File: src/rtl/piradip_cdc_word_apply.sv
// Destination-domain word commit stage. Takes words from the CDC word
// synchronizer and commits them to a registered output. In mode 0 a word is
// committed as soon as it arrives. In mode 1 it is held in a shadow register
// until the next apply strobe. An uncommitted word that is discarded counts
// as an overrun.
module piradip_cdc_word_apply #(
  parameter int unsigned      WIDTH     = 32,
  parameter logic [WIDTH-1:0] RESET_VAL = '0,
  parameter int unsigned      CNT_WIDTH = 8
) (
  input  logic                 dst_clk,
  input  logic                 dst_rst,
  input  logic [WIDTH-1:0]     dst_data,
  input  logic                 dst_update,
  input  logic                 apply_mode,
  input  logic                 apply_strobe,
  input  logic                 clear_overrun,
  output logic [WIDTH-1:0]     out_data,
  output logic                 out_applied,
  output logic                 pending,
  output logic                 overrun,
  output logic [CNT_WIDTH-1:0] apply_cnt,
  output logic [CNT_WIDTH-1:0] overrun_cnt
);

  logic [WIDTH-1:0]     out_data_q, out_data_d;
  logic [WIDTH-1:0]     shadow_q, shadow_d;
  logic                 pending_q, pending_d;
  logic                 applied_q, applied_d;
  logic                 overrun_q, overrun_d;
  logic [CNT_WIDTH-1:0] apply_cnt_q, apply_cnt_d;
  logic [CNT_WIDTH-1:0] overrun_cnt_q, overrun_cnt_d;

  logic commit_en;
  logic ovr_event;

  // Next-state: choose the commit source, then update the shadow and counters.
  always_comb begin
    // Mode 0 commits every cycle; mode 1 commits only on a strobe.
    commit_en     = ~apply_mode | apply_strobe;
    // Any new word arriving while one is pending discards the pending one,
    // in either mode and whether or not it is committed this cycle.
    ovr_event     = dst_update & pending_q;

    out_data_d    = out_data_q;
    shadow_d      = shadow_q;
    pending_d     = pending_q;
    applied_d     = 1'b0;
    overrun_d     = ovr_event;
    apply_cnt_d   = apply_cnt_q;
    overrun_cnt_d = overrun_cnt_q;

    if (commit_en && dst_update) begin
      // Newest word wins; it bypasses the shadow.
      out_data_d  = dst_data;
      applied_d   = 1'b1;
      apply_cnt_d = apply_cnt_q + CNT_WIDTH'(1);
      pending_d   = 1'b0;
    end else if (commit_en && pending_q) begin
      out_data_d  = shadow_q;
      applied_d   = 1'b1;
      apply_cnt_d = apply_cnt_q + CNT_WIDTH'(1);
      pending_d   = 1'b0;
    end else if (dst_update) begin
      shadow_d  = dst_data;
      pending_d = 1'b1;
    end

    // A clear coinciding with an overrun still records that overrun.
    if (clear_overrun) begin
      overrun_cnt_d = ovr_event ? CNT_WIDTH'(1) : '0;
    end else if (ovr_event && (overrun_cnt_q != {CNT_WIDTH{1'b1}})) begin
      overrun_cnt_d = overrun_cnt_q + CNT_WIDTH'(1);
    end
  end

  // State registers with synchronous active-high reset.
  always_ff @(posedge dst_clk) begin
    if (dst_rst) begin
      out_data_q    <= RESET_VAL;
      shadow_q      <= RESET_VAL;
      pending_q     <= 1'b0;
      applied_q     <= 1'b0;
      overrun_q     <= 1'b0;
      apply_cnt_q   <= '0;
      overrun_cnt_q <= '0;
    end else begin
      out_data_q    <= out_data_d;
      shadow_q      <= shadow_d;
      pending_q     <= pending_d;
      applied_q     <= applied_d;
      overrun_q     <= overrun_d;
      apply_cnt_q   <= apply_cnt_d;
      overrun_cnt_q <= overrun_cnt_d;
    end
  end

  assign out_data    = out_data_q;
  assign out_applied = applied_q;
  assign pending     = pending_q;
  assign overrun     = overrun_q;
  assign apply_cnt   = apply_cnt_q;
  assign overrun_cnt = overrun_cnt_q;

endmodule

File: config.mk
export PLATFORM = sky130hd
export DESIGN_NAME = piradip_cdc_word_apply
export DESIGN_NICKNAME = d
export VERILOG_FILES = /design/src/rtl/piradip_cdc_word_apply.sv
export SDC_FILE = /design/constraint.sdc
export NUM_CORES = 1
export LEC_CHECK = 0
export CORE_MARGIN = 10
export CORE_UTILIZATION = 55
export CTS_BUF_LIST = sky130_fd_sc_hd__clkbuf_2
export DETAILED_ROUTE_END_ITERATION = 6
export GPL_TIMING_DRIVEN = 0
export PLACE_DENSITY_LB_ADDON = 0.12
export SYNTH_ARGS = -nofsm -noshare
export SYNTH_HDL_FRONTEND = slang
export SYNTH_SLANG_ARGS = --single-unit
File: constraint.sdc
create_clock -name dst_clk -period 2.37 [get_ports dst_clk]
set_clock_uncertainty 0.1 [all_clocks]
set_input_delay 0.5925 -clock dst_clk [delete_from_list [all_inputs] [get_ports dst_clk]]
set_output_delay 0.5925 -clock dst_clk [all_outputs]
set_load 0.1 [all_outputs]
Word level (Yosys, flattened, before mapping). Index checks and enable logic that the tools add are counted.

Input bits: 38. Word-level logic and storage cells: 31. Register bits: 83. Memories: 0. Memory bits (writable): 0. Bits in latches: 0. Memory bits (read-only): 0.

Add/sub/neg operators: 2. Shift-type cells: 0. $lt $le $gt $ge: 0. Multiply operators: 0. Multiplexer cells: 9. Div/mod/pow operators: 0. Eq/ne operators: 1. Bitwise operators: 5. Reductions and logical operators: 7.

Operators with widths (count): two-way mux 32 bit (2); two-way mux 8 bit (4); adder 8 x 1 -> 8 bit (second input constant) (2); inequality test 8 bit (second input constant) (1); nonzero test 2 bit (2); logical AND 1 bit (3); two-way mux 1 bit (3); inverter 1 bit (3); AND reduction 3 bit (1); OR reduction 3 bit (1); bitwise AND 1 bit (1); OR 1 bit (1).

Depth between registers and ports, before layout. Gate-level depths: netlist of run 1.

Depth in word-level cells: 5. Depth in mapped cells: 6. Mapped depth without buffers: 4.

Least setup slack after synthesis of run 1. Ideal clock, no wire load.

Path kind: register to register. Start: reg apply_cnt_q[3], in the netlist apply_cnt[3]. End: reg apply_cnt_q[7], in the netlist apply_cnt[7]. Data arrival time: 1.926 ns. Setup time: 0.121 ns. Stages on the path, launching flop included: 4. Slack: 0.223 ns. Path through: dfxtp_1 nand3_1 nor4_1 mux2_2.

Word-level cells in the longest chain between the ends: 3.

Ends and longest elaborated chain: from (decl) (line 31) `logic [CNT_WIDTH-1:0] apply_cnt_q, apply_cnt_d;`; from (signal assigned) (line 93) `apply_cnt_q <= apply_cnt_d;`; adder 8 x 1 -> 8 bit * (line 57, 62); two-way mux 8 bit (line 59) `end else if (commit_en && pending_q) begin`; two-way mux 8 bit * (line 53) `if (commit_en && dst_update) begin`.

Every way passes the cells marked *; elsewhere a longest branch is shown, timed or not. The select of a mux whose other input is x is not followed. A chain may end at the register's enable or synchronous reset.

Final worst setup path of run 1.
Start: reg overrun_cnt_q[5], in the netlist overrun_cnt[5]. End: out overrun_cnt[5].

RTL lines: from (decl) (line 32) `logic [CNT_WIDTH-1:0] overrun_cnt_q, overrun_cnt_d;`; from (signal assigned) (line 94) `overrun_cnt_q <= overrun_cnt_d;`; to (decl) (line 23) `output logic [CNT_WIDTH-1:0] overrun_cnt`.

No word-level cell between the ends.

==> metrics.txt, run 1 <==
Placeable Area=6386 um^2; Synth top area share=45.60%; Area Growth Syn to Fin=32.28%; Initial Utilization=57.05%; Setup TNS Final=0 ns; CTS H-tree depth=3; Mean Syn Cell Area=8.395 um^2; # diodes=0; layout cells sized above 1=17.91%; fin util=75.47%; Max Fclk=0.4303 GHz; Post-synth EDFFs=0; Hold Path Origin=dst_rst; first-pass GRT wire length=16.73 mm; vias in the first global route=3,558; relative slew slack=62.92%; Hold Fails Final Rpt=0; CP Class=flip-flop to output port; post-synthesis sequential area ratio=45.60%; Mapped Nets=474; Synth cell types=42; CTS tree=yes; reg2reg end=overrun_cnt[6]; Static Leak=0.001660 uW; Total GRT Usage=19.48%; routed len/inst=16.92 um; CP Capture Type=output port; Hold Path Depth=3; wirelength, routed=10.37 mm; Max clock buf depth=2; RSZ-0062 raised after global routing=no; Detailed Place HPWL=7.541 mm; worst slew pin tran=0.5588 ns; Final period util=98.07%; DRT Pass-1 Iters=4; hold path endpoint=apply_cnt[7]; asr flop ratio synth=0%; CP max FO=8; row count=29; critical path, cell by cell=clkdlybuf4s15_2; yosys warns=0; FF+latch count, synth=83; cells after synthesis=434; Placer Congestion=0.8795; largest area contributor in the netlist=dfxtp_1; # Max-Cap Violations=0; worst reg2reg startpoint=overrun_cnt[1]; clk sinks=83; Clock Pin Slew Worst Setup and Hold Paths=0.22 ns; Ports=89; status=finished clean; # nets final=571; vias post-DR=3,616; Port-buffer cells=86; Die Wd=101.4 um; startpoint types=flip-flop; VDD IR-drop max=0.3823 mV; Detail Route Antenna Nets=0; Worst R2R Setup Slack=0.73 ns; worst path buffer plus inverter count=1; clk root buf=clkbuf_2; DR DRC count=0; CP top delay family=buffers and inverters; CP required=1.68 ns; CP max stage cell=clkdlybuf4s15_2; antenna violations before repair=0; final slew viol count=0; top cells by area, synth=dfxtp_1 46%, a21oi_1 10%, o2111ai_1 7.9%; Top FF cell, synth=dfxtp_1; die area=10,280 um^2; Worst path max stage delay=0.60 ns; Via density=5.899; pin count of the biggest net entering global routing=15; HP Class=primary input to flip-flop; CTS Buf Count=9; final setup fails=0; PD cells=636.1 nW/um^2; Remaining Overflow, GRT=0; Skew-Pair Late Insertion Delay=0.53 ns; FF-to-FF path depth=4; 1st-iter DRT viols=191; synthesized area=3643 um^2; count leader, synth=dfxtp_1; Critical path origin=overrun_cnt[5]; top cells by count, synth=83 x dfxtp_1, 73 x a21oi_1, 71 x nand2_1; die extent in y=101.4 um; crit path DAT=1.63 ns; minimum clock period after layout=2.324 ns
==> state kept, by name, summed over array words and instances (netlist names) <==
signal and count:
out_applied 1, overrun_cnt 8, apply_cnt 8, shadow_q 32
overrun 1, out_data 32, pending 1
==> kinds of logic after synthesis <==
group / synth area share, %
simple gates: 21.60
compound gates: 24.83
flops: 45.60
buf+inv: 5.803
mux: 1.477
fa+ha+maj: 0.6867
==> metrics by stage <==
step	cells	hold slack [ns]	power (uW)	worst slack, ns	instance area, um^2
6_report	613	0.3579	3066	0.04577	4820
5_1_grt	613	0.3708	3159	0.008380	4820
4_1_cts	613	0.3459	3070	0.04099	4820
3_5_place_dp	597	0.3468	2157	-0.02001	4601
3_3_place_gp	597	0.3412	2147	-0.01317	4601
2_1_floorplan	434	0.3363	1953	0.2232	3643
==> power breakdown <==
| part | leakage [uW] | switching [uW] | internal [uW] |
|---|---|---|---|
| clock network | 0.0000935 | 493 | 453 |
| registers | 0.000676 | 30.1 | 1450 |
| logic | 0.000890 | 452 | 185 |
==> layout by cell type (no fill, tap or decap), types with 4 or more instances in the layout <==
| master | count |
|---|---|
| nand3_1 | 8 |
| nand2b_1 | 33 |
| o2111ai_1 | 33 |
| nor2b_1 | 4 |
| nand2_1 | 71 |
| clkbuf_2 | 10 |
| dfxtp_1 | 83 |
| a21oi_1 | 73 |
| buf_4 | 4 |
| nor2_1 | 6 |
| clkdlybuf4s15_2 | 50 |
| o21ai_0 | 35 |
| clkdlybuf4s50_1 | 35 |
| buf_2 | 16 |
| clkbuf_1 | 17 |
==> final cells by class <==
cell class	instances	area, um^2
plain buffers	41	203.9
clock buffers	9	45.04
clock inverters	7	116.4
fillers	518	1567
inverters	2	7.507
multi-input cells	308	1770
flip-flops and latches	83	1662
well taps	77	96.34
repair buffers	86	918.4
==> per-layer routing <==
layer	vias to the layer above	routed length [um]	GRT usage, %
li1	1755	-	-
met1	1731	4367	23.24
met2	112	5137	32.57
met3	18	705	5.037
met4	0	161	7.824
met5	-	0	0
==> worst max path at each step <==
stage	slack, ns	to	cells after the start
6_report	0.05	overrun_cnt[5]	1
3_3_place_gp	-0.01	pending	1
5_1_grt	0.008	overrun_cnt[5]	1
2_1_floorplan	0.22	apply_cnt[7]	3
3_5_place_dp	-0.02	pending	1
4_1_cts	0.04	overrun_cnt[5]	1
==> timing repair <==
item | CTS | global route
endpoints found under the hold margin | 0 | 0
hold buffers | 0 | 0
gates resized for setup | 155 | 0
setup buffers | 0 | 0
setup endpoints to repair | 51 | 0
Note: power is estimated with default switching activity, not from simulation.
==> inputs of run 2 (changes only) <==
--- a/config.mk
+++ b/config.mk
@@ -7,2 +7,3 @@
 export LEC_CHECK = 0
+export CAP_MARGIN = 10
 export CORE_MARGIN = 10
==> constraint.sdc (replaced) <==
create_clock -name dst_clk -period 2.37 [get_ports dst_clk]
set_clock_uncertainty 0.1 [all_clocks]
set_input_delay 0.474 -clock dst_clk [delete_from_list [all_inputs] [get_ports dst_clk]]
set_output_delay 0.474 -clock dst_clk [all_outputs]
set_load 0.1 [all_outputs]
==> run 2 against run 1 <==
Net effect:
- power shrank 0.54%
- sequential power about the same
- worst setup slack worse by 0.0077 ns
- final area down 1.9%
- global-route usage barely moved
- register-to-register slack about the same
- first-iteration DRC count fell by 13%
- count of clock-buffer cells in the layout is the same
- clock power barely moved
- wire length fell by 0.36%
- highest routed layer unchanged
==> metrics.txt, run 2 (synthesized netlist as in run 1, its figures left out) <==
Initial Utilization=57.05%; Reg power frac=48.6%; filler cell count=536; die extent in y=101.4 um; Ports=89; crit path DAT=1.76 ns; Total GRT Usage=19.43%; HP Class=primary input to flip-flop; CTS tree=yes; most frequent cells in the layout=83 x dfxtp_1, 73 x a21oi_1, 71 x nand2_1; Detailed Place HPWL=7.541 mm; clk root buf=clkbuf_2; most common cell after layout, fill and taps aside=dfxtp_1; Placer Congestion=0.8795; critical path, cell by cell=dlygate4sd2_1; die area=10,280 um^2; WHS=0.2469 ns; Remaining Overflow, GRT=0; routed len/inst=16.86 um; final setup fails=0; DRT Pass-1 Iters=4; VDD IR-drop max=0.3810 mV; grt met3 use=5.037%; Hold Fails Final Rpt=0; Switch Pwr=970.9 uW; status=finished clean; Switching Fraction=31.84%; internal power=2078 uW; routing usage on met1=23.08%; Static Leak=0.001732 uW; met2 usage=32.67%; worst path buffer plus inverter count=1; pin count of the biggest net entering global routing=15; # Max-Cap Violations=0; CP max stage cell=dlygate4sd2_1; RSZ-0062 raised after global routing=no; # diodes=0; CP top delay family=buffers and inverters; startpoint types=flip-flop; Skew-Pair Late Insertion Delay=0.52 ns; CP Capture Type=output port; Max Fclk=0.4288 GHz; CTS Buf Count=9; relative slew slack=35.29%; GR peak layer=met2; cts hold-fix bufs=0; Area Growth Syn to Fin=29.70%; DR DRC count=0; Clock Pin Slew Worst Setup and Hold Paths=0.23 ns; Placeable Area=6386 um^2; final slew viol count=0; CP Class=flip-flop to output port; 1st-iter DRT viols=166; antenna violations before repair=0; CP max FO=2; Via density=5.899; layout cells sized above 1=12.69%; first-pass GRT wire length=16.69 mm; vias post-DR=3,616; PD cells=645.2 nW/um^2; clk sinks=83; # nets final=571; Setup TNS Final=0 ns; Detail Route Antenna Nets=0; CP required=1.80 ns; Logic pwr share=20.4%; wirelength, routed=10.34 mm; row count=29; clock share of power=31.0%; worst slew pin tran=0.9745 ns; Final period util=98.39%; minimum clock period after layout=2.332 ns; Die Wd=101.4 um; CTS H-tree depth=3; Port-buffer cells=86; Worst path max stage delay=0.86 ns; vias in the first global route=3,554; Max clock buf depth=2
## run 2: cell types whose count changed in the layout (fill, tap and decap cells not counted), sizes merged
cell,change
buf,-1
clkbuf,+7
clkdlybuf4s15,-23
dlygate4sd2,+17
## run 2: layout make-up
cell class                 instances  area [um^2]  share of cell area, %
timing repair buffer              86        824.5                  17.45
buffer                            41        203.9                  4.316
clock inverter                     7        116.4                  2.462
sequential                        83         1662                  35.16
tap                               77        96.34                  2.039
clock buffer                       9        45.04                 0.9531
multi-input combinational        308         1770                  37.46
inverter                           2        7.507                 0.1589
## run 2: worst register-to-register path: stages, from the launching register on
cell      delay [ns]
dfxtp_1         0.46
ha_1            0.28
and4_1          0.33
a21oi_1         0.11
a311oi_1        0.29
## run 2: final timing paths
check	slack (ns)	end	start	depth (start not counted)
worst max register to register	0.73	overrun_cnt[6]	overrun_cnt[1]	4
worst max-delay path	0.04	out_data[23]	out_data[23]	1
worst min register to register	0.37	shadow_q[11]	shadow_q[11]	2
worst min-delay path	0.25	apply_cnt[7]	dst_rst	3
## run 2: power groups by stage
stage	sequential, uW	clock [uW]	combinational, uW
floorplan	1760	0	189
global placement	1510	0	640
detailed placement	1510	0	647
CTS	1480	950	625
global route	1490	996	661
finish	1480	944	623
## run 2: layer usage
layer,wire [um],vias up
met5,0,-
met4,157,0
met3,742,14
met2,5107,129
met1,4327,1715
li1,-,1758
## run 2: stage by stage
step | util [%] | cells | setup WS [ns] | instance area [um^2] | power [uW]
final | 74.00 | 613 | 0.03812 | 4726 | 3049
after global routing | 74.00 | 613 | 0.0004194 | 4726 | 3145
after detailed placement | 72.04 | 597 | 0.09849 | 4601 | 2157
after floorplan | - | 434 | 0.2232 | 3643 | 1953
after global placement | 72.04 | 597 | 0.1053 | 4601 | 2147
after CTS | 74.26 | 613 | 0.00003175 | 4742 | 3057
## run 2: timing repair
item,4_1_cts,5_1_grt
hold endpoints to repair,0,0
setup endpoints to repair,51,16
gates resized for setup,86,22
setup buffers,0,0
==> inputs of run 3 (changes only) <==
Settings changed: PLACE_DENSITY set to 0.9, PLACE_DENSITY_LB_ADDON 0.12 to not set.
==> run 3 against run 2 <==
Net effect:
- largest power group unchanged
- non-clock buffer count is the same
- register-to-register slack better by 0.03 ns
- count of clock-buffer cells in the layout is 2 higher
- sequential power about the same
- power about the same
- wire length up 1.4%
- largest cell class unchanged
- core utilization down 0.27 points
- critical path depth unchanged
- sequential share of layout area rose by 0.13 points
- clock power is 0.5% lower
- fmax is 0.86% lower
==> metrics.txt, run 3 (synthesized netlist as in run 1, its figures left out) <==
antenna violations before repair=0; Detail Route Antenna Nets=0; clk root buf=clkbuf_2; minimum clock period after layout=2.352 ns; Static Leak=0.001719 uW; Final WS setup=0.01778 ns; Ports=89; DR DRC count=0; HP Class=primary input to flip-flop; CP Class=flip-flop to output port; # Max-Cap Violations=0; final slew viol count=0; Worst path max stage delay=0.87 ns; fin util=73.73%; CP Capture Type=output port; routed len/inst=17.09 um; Remaining Overflow, GRT=0; startpoint types=flip-flop; VDD IR-drop max=0.5510 mV; pre-CTS setup slack=0.1071 ns; Skew-Pair Late Insertion Delay=0.53 ns; Die Wd=101.4 um; Setup TNS Final=0 ns; post-route cell area=4708 um^2; die area=10,280 um^2; # diodes=0; Placement Cell Area=4601 um^2; clk sinks=83; Initial Utilization=57.05%; Detailed Place HPWL=7.606 mm; CTS tree=yes; Placeable Area=6386 um^2; most common cell after layout, fill and taps aside=dfxtp_1; CP top delay family=buffers and inverters; Area Growth Syn to Fin=29.22%; RSZ-0062 raised after global routing=no; vias in the first global route=3,502; Hold Fails Final Rpt=0; Final period util=99.25%; crit path DAT=1.78 ns; CP max FO=2; Max Fclk=0.4251 GHz; Placer Congestion=0.8672; first-pass GRT wire length=17.01 mm; CTS Buf Count=9; CP required=1.80 ns; cts hold-fix bufs=0; vias post-DR=3,678; CTS H-tree depth=3; layout cells sized above 1=12.87%; Via density=6.000; row count=29; setup bufs post-CTS=0; status=finished clean; critical path, cell by cell=dlygate4sd2_1; Total GRT Usage=19.82%; most frequent cells in the layout=83 x dfxtp_1, 73 x a21oi_1, 71 x nand2_1; Max clock buf depth=2; final setup fails=0; 1st-iter DRT viols=215; PD cells=647.9 nW/um^2; wirelength, routed=10.48 mm; CP max stage cell=dlygate4sd2_1; Clock Pin Slew Worst Setup and Hold Paths=0.21 ns; worst path buffer plus inverter count=1; Port-buffer cells=86; WHS=0.2470 ns; relative slew slack=35.65%; die extent in y=101.4 um; DRT Pass-1 Iters=5; pin count of the biggest net entering global routing=14; # nets final=571; worst slew pin tran=0.9691 ns
## run 3: power by group
group | leakage, uW | switching [uW] | internal [uW]
sequential | 0.000676 | 30.5 | 1450
clock | 0.0000898 | 479 | 460
combinational | 0.000953 | 456 | 173
total | 0.00172 | 965 | 2090
## run 3: routing by layer
layer	wire length, um	global-route usage [%]	vias to the layer above
met5	0	0	-
met4	182	8.360	0
met3	944	5.990	19
met2	5112	32.57	164
met1	4237	23.46	1739
li1	-	-	1756
## run 3: layout make-up
| cell class | instances | area, um^2 |
|---|---|---|
| plain buffers | 41 | 203.9 |
| flip-flops and latches | 83 | 1662 |
| inverters | 2 | 7.507 |
| clock inverters | 5 | 101.3 |
| repair buffers | 86 | 812.0 |
| clock buffers | 11 | 55.05 |
| fillers | 485 | 1678 |
| well taps | 77 | 96.34 |
| multi-input cells | 308 | 1770 |
## run 3: repair_timing
action,in CTS,in global routing
endpoints found under the hold margin,0,0
cloned,0,0
gates resized for setup,82,31
setup endpoints to repair,51,24
## run 3: final timing paths
check | startpoint | endpoint | slack, ns | cells past startpoint
hold reg to reg | shadow_q[25] | shadow_q[25] | 0.37 | 2
hold / removal | dst_rst | overrun_cnt[3] | 0.25 | 3
setup reg to reg | pending | apply_cnt[0] | 0.76 | 4
setup / recovery | out_data[28] | out_data[28] | 0.02 | 1
## run 3: tightest hold or removal path, cell delays in order
cell     delay, ns
buf_2         0.17
or3_1         0.12
mux2i_1       0.06
## run 3: stage by stage
stage          total power, uW  cells
3_3_place_gp              2145    597
6_report                  3051    613
2_1_floorplan             1953    434
5_1_grt                   3142    613
4_1_cts                   3044    613
3_5_place_dp              2156    597
==> variant, RTL diff (config.mk and constraints of run 2) <==
The parameter `WIDTH` goes from 32 to 48.
--- a/src/rtl/piradip_cdc_word_apply.sv
+++ b/src/rtl/piradip_cdc_word_apply.sv
@@ -4,7 +4,7 @@
 // until the next apply strobe. An uncommitted word that is discarded counts
 // as an overrun.
 module piradip_cdc_word_apply #(
-  parameter int unsigned      WIDTH     = 32,
+  parameter int unsigned      WIDTH     = 48,
   parameter logic [WIDTH-1:0] RESET_VAL = '0,
   parameter int unsigned      CNT_WIDTH = 8
 ) (
Interface: changed (resized dst_data and out_data); port bits go from 89 to 121. The function was not compared with the original's and may differ.
==> variant against run 2 <==
  * Power rose by 44%
  * Critical path depth is the same
  * Area after synthesis up 35%
  * Wire length rose by 46%
  * Sequential cell count up 32
  * Worst hold slack got worse by 0.11 ns
  * Worst setup slack improved by 0.035 ns
  * Final area grew 39%
  * Highest routed layer unchanged
==> variant: results (changes against run 2) <==
* Routed met2 length at 7520 µm (+47%)
* Cell count of the worst reg-to-reg path at 5 (+1)
* GRT Resource Usage Total at 22.6% (+3.1 points)
* Number of filler instances in the final layout at 705 (+32%)
* Flop-to-flop setup slack at 0.44 ns (-0.29 ns)
* Final Util at 75.5% (+1.5 points)
* Tightest hold margin at 0.137 ns (-0.110 ns)
* Maximum vdd drop at 477 µV (+25%)
* Wire length of the first global-routing pass at 24500 µm (+47%)
* Non-clock buffer count at 181 (+43%)
* Port bufs at 119 (+38%)
* Clock share of power at 32.3% (+1.3 points)
* First-pass iteration count of the detailed router at 5 (+1)
* Seq. cell area at 2300 µm² (+39%)
* Met3 routing resource usage after global routing at 6.97% (+1.9 points)
* Maximum number of pins on one net before global-route repair at 17 (+2)
* Routing usage on met1 at 27.4% (+4.3 points)
* Total half-perimeter wirelength after legalization and detailed placement at 10900 µm (+45%)
* Largest stage delay, worst path at 0.58 ns (-0.28 ns)
* Total number of multi-input combinational cells at 417 (+35%)
* Fraction of the yosys area taken by sequential cells at 46.7% (+1.1 points)
* Length of routed met3 wiring at 1180 µm (+59%)
* Capture point of the worst reg-to-reg path: out_data[27]
* Status: finished clean
* FF-to-FF Start: pending
* Comb power at 0.000911 W (+46%)
* DP Worst Slack at -0.0971 ns (-0.196 ns)
* Total placed instance area at 6260 µm² (+36%)
* Peak Freq at 435 MHz (+1.5%)
* Internal cell power at 0.00287 W (+38%)
* Wire length on met1 at 6090 µm (+41%)
* Area of combinational cells with multiple inputs at 2350 µm² (+33%)
* Drt first-iter violations at 318 (+92%)
* Setup crit start: overrun_cnt[0]
* Post-synth top flop: sky130_fd_sc_hd__dfxtp_1
* Leading cell types by total area after synthesis: sky130_fd_sc_hd__dfxtp_1 (47%), sky130_fd_sc_hd__a21oi_1 (11%), sky130_fd_sc_hd__o2111ai_1 (8.5%)
* Most used standard cells in the synthesized netlist: sky130_fd_sc_hd__dfxtp_1 (115), sky130_fd_sc_hd__a21oi_1 (104), sky130_fd_sc_hd__nand2_1 (101), sky130_fd_sc_hd__o21ai_0 (52)
* Slew Limit Headroom at 59.0% (+24 points)
* Number of buffers created by CTS at 17 (+8)
* Number of buffers on the longest clock path at 2 (unchanged)
* Distinct cells, synth at 41 (-2.4%)
* Clock latency at the later pin of the worst-skew pair at 0.68 ns (+0.16 ns)
* Vias post-DR at 5067 (+40%)
* Proportion of layout cells with a drive suffix above 1 at 16.6% (+3.9 points)
* Final RePlAce weighted congestion at 0.810 (-7.9%)
* Worst-path clk slew at 0.19 ns (-0.04 ns)
* Net total in the final layout at 790 (+38%)
* Detailed Route WL at 15000 µm (+46%)
* Met2 global-route usage at 37.2% (+4.5 points)
* Syn_area_per_cell at 8.28 µm² (-1.4%)
* Layout clock area frac at 4.05% (+0.63 points)
* Final cell count without fillers at 855 (+39%)
* Number of nets in the synthesized netlist at 652 (+38%)
* Crit-path slowest cell: sky130_fd_sc_hd__clkdlybuf4s18_2
* Endpoint arrival time on the critical path at 1.72 ns (-0.04 ns)
* Final non-clock buffer share at 23.1% (+1.3 points)
-- variant: changes by cell type in the layout (fill, tap and decap cells not counted), sizes merged, moves of 3 or more --
cell,run 2,this run
o21ai,35,52
clkdlybuf4s15,27,62
dlygate4sd2,17,0
clkdlybuf4s50,35,52
o2111ai,33,48
dfxtp,83,115
clkbuf,34,59
nand2,71,101
clkinvlp,0,4
a31oi,0,3
nand2b,33,48
a21oi,73,104
-- variant: logic make-up (layout without fill, tap and decap cells) --
family	count (synthesis)	count (layout)	synth area share [%]
AO/OA/AOI/OAI	216	216	26.4
AND/OR/NAND/NOR	194	194	19.7
flip-flops	115	115	46.7
buffers and inverters	64	215	5.68
multiplexers	5	5	1.09
adder cells (fa/ha/maj)	2	2	0.507
-- variant: what timing repair did --
item                                    4_1_cts  5_1_grt
endpoints found under the setup margin       67        4
pin swaps                                     0        0
resized for setup                           203        7
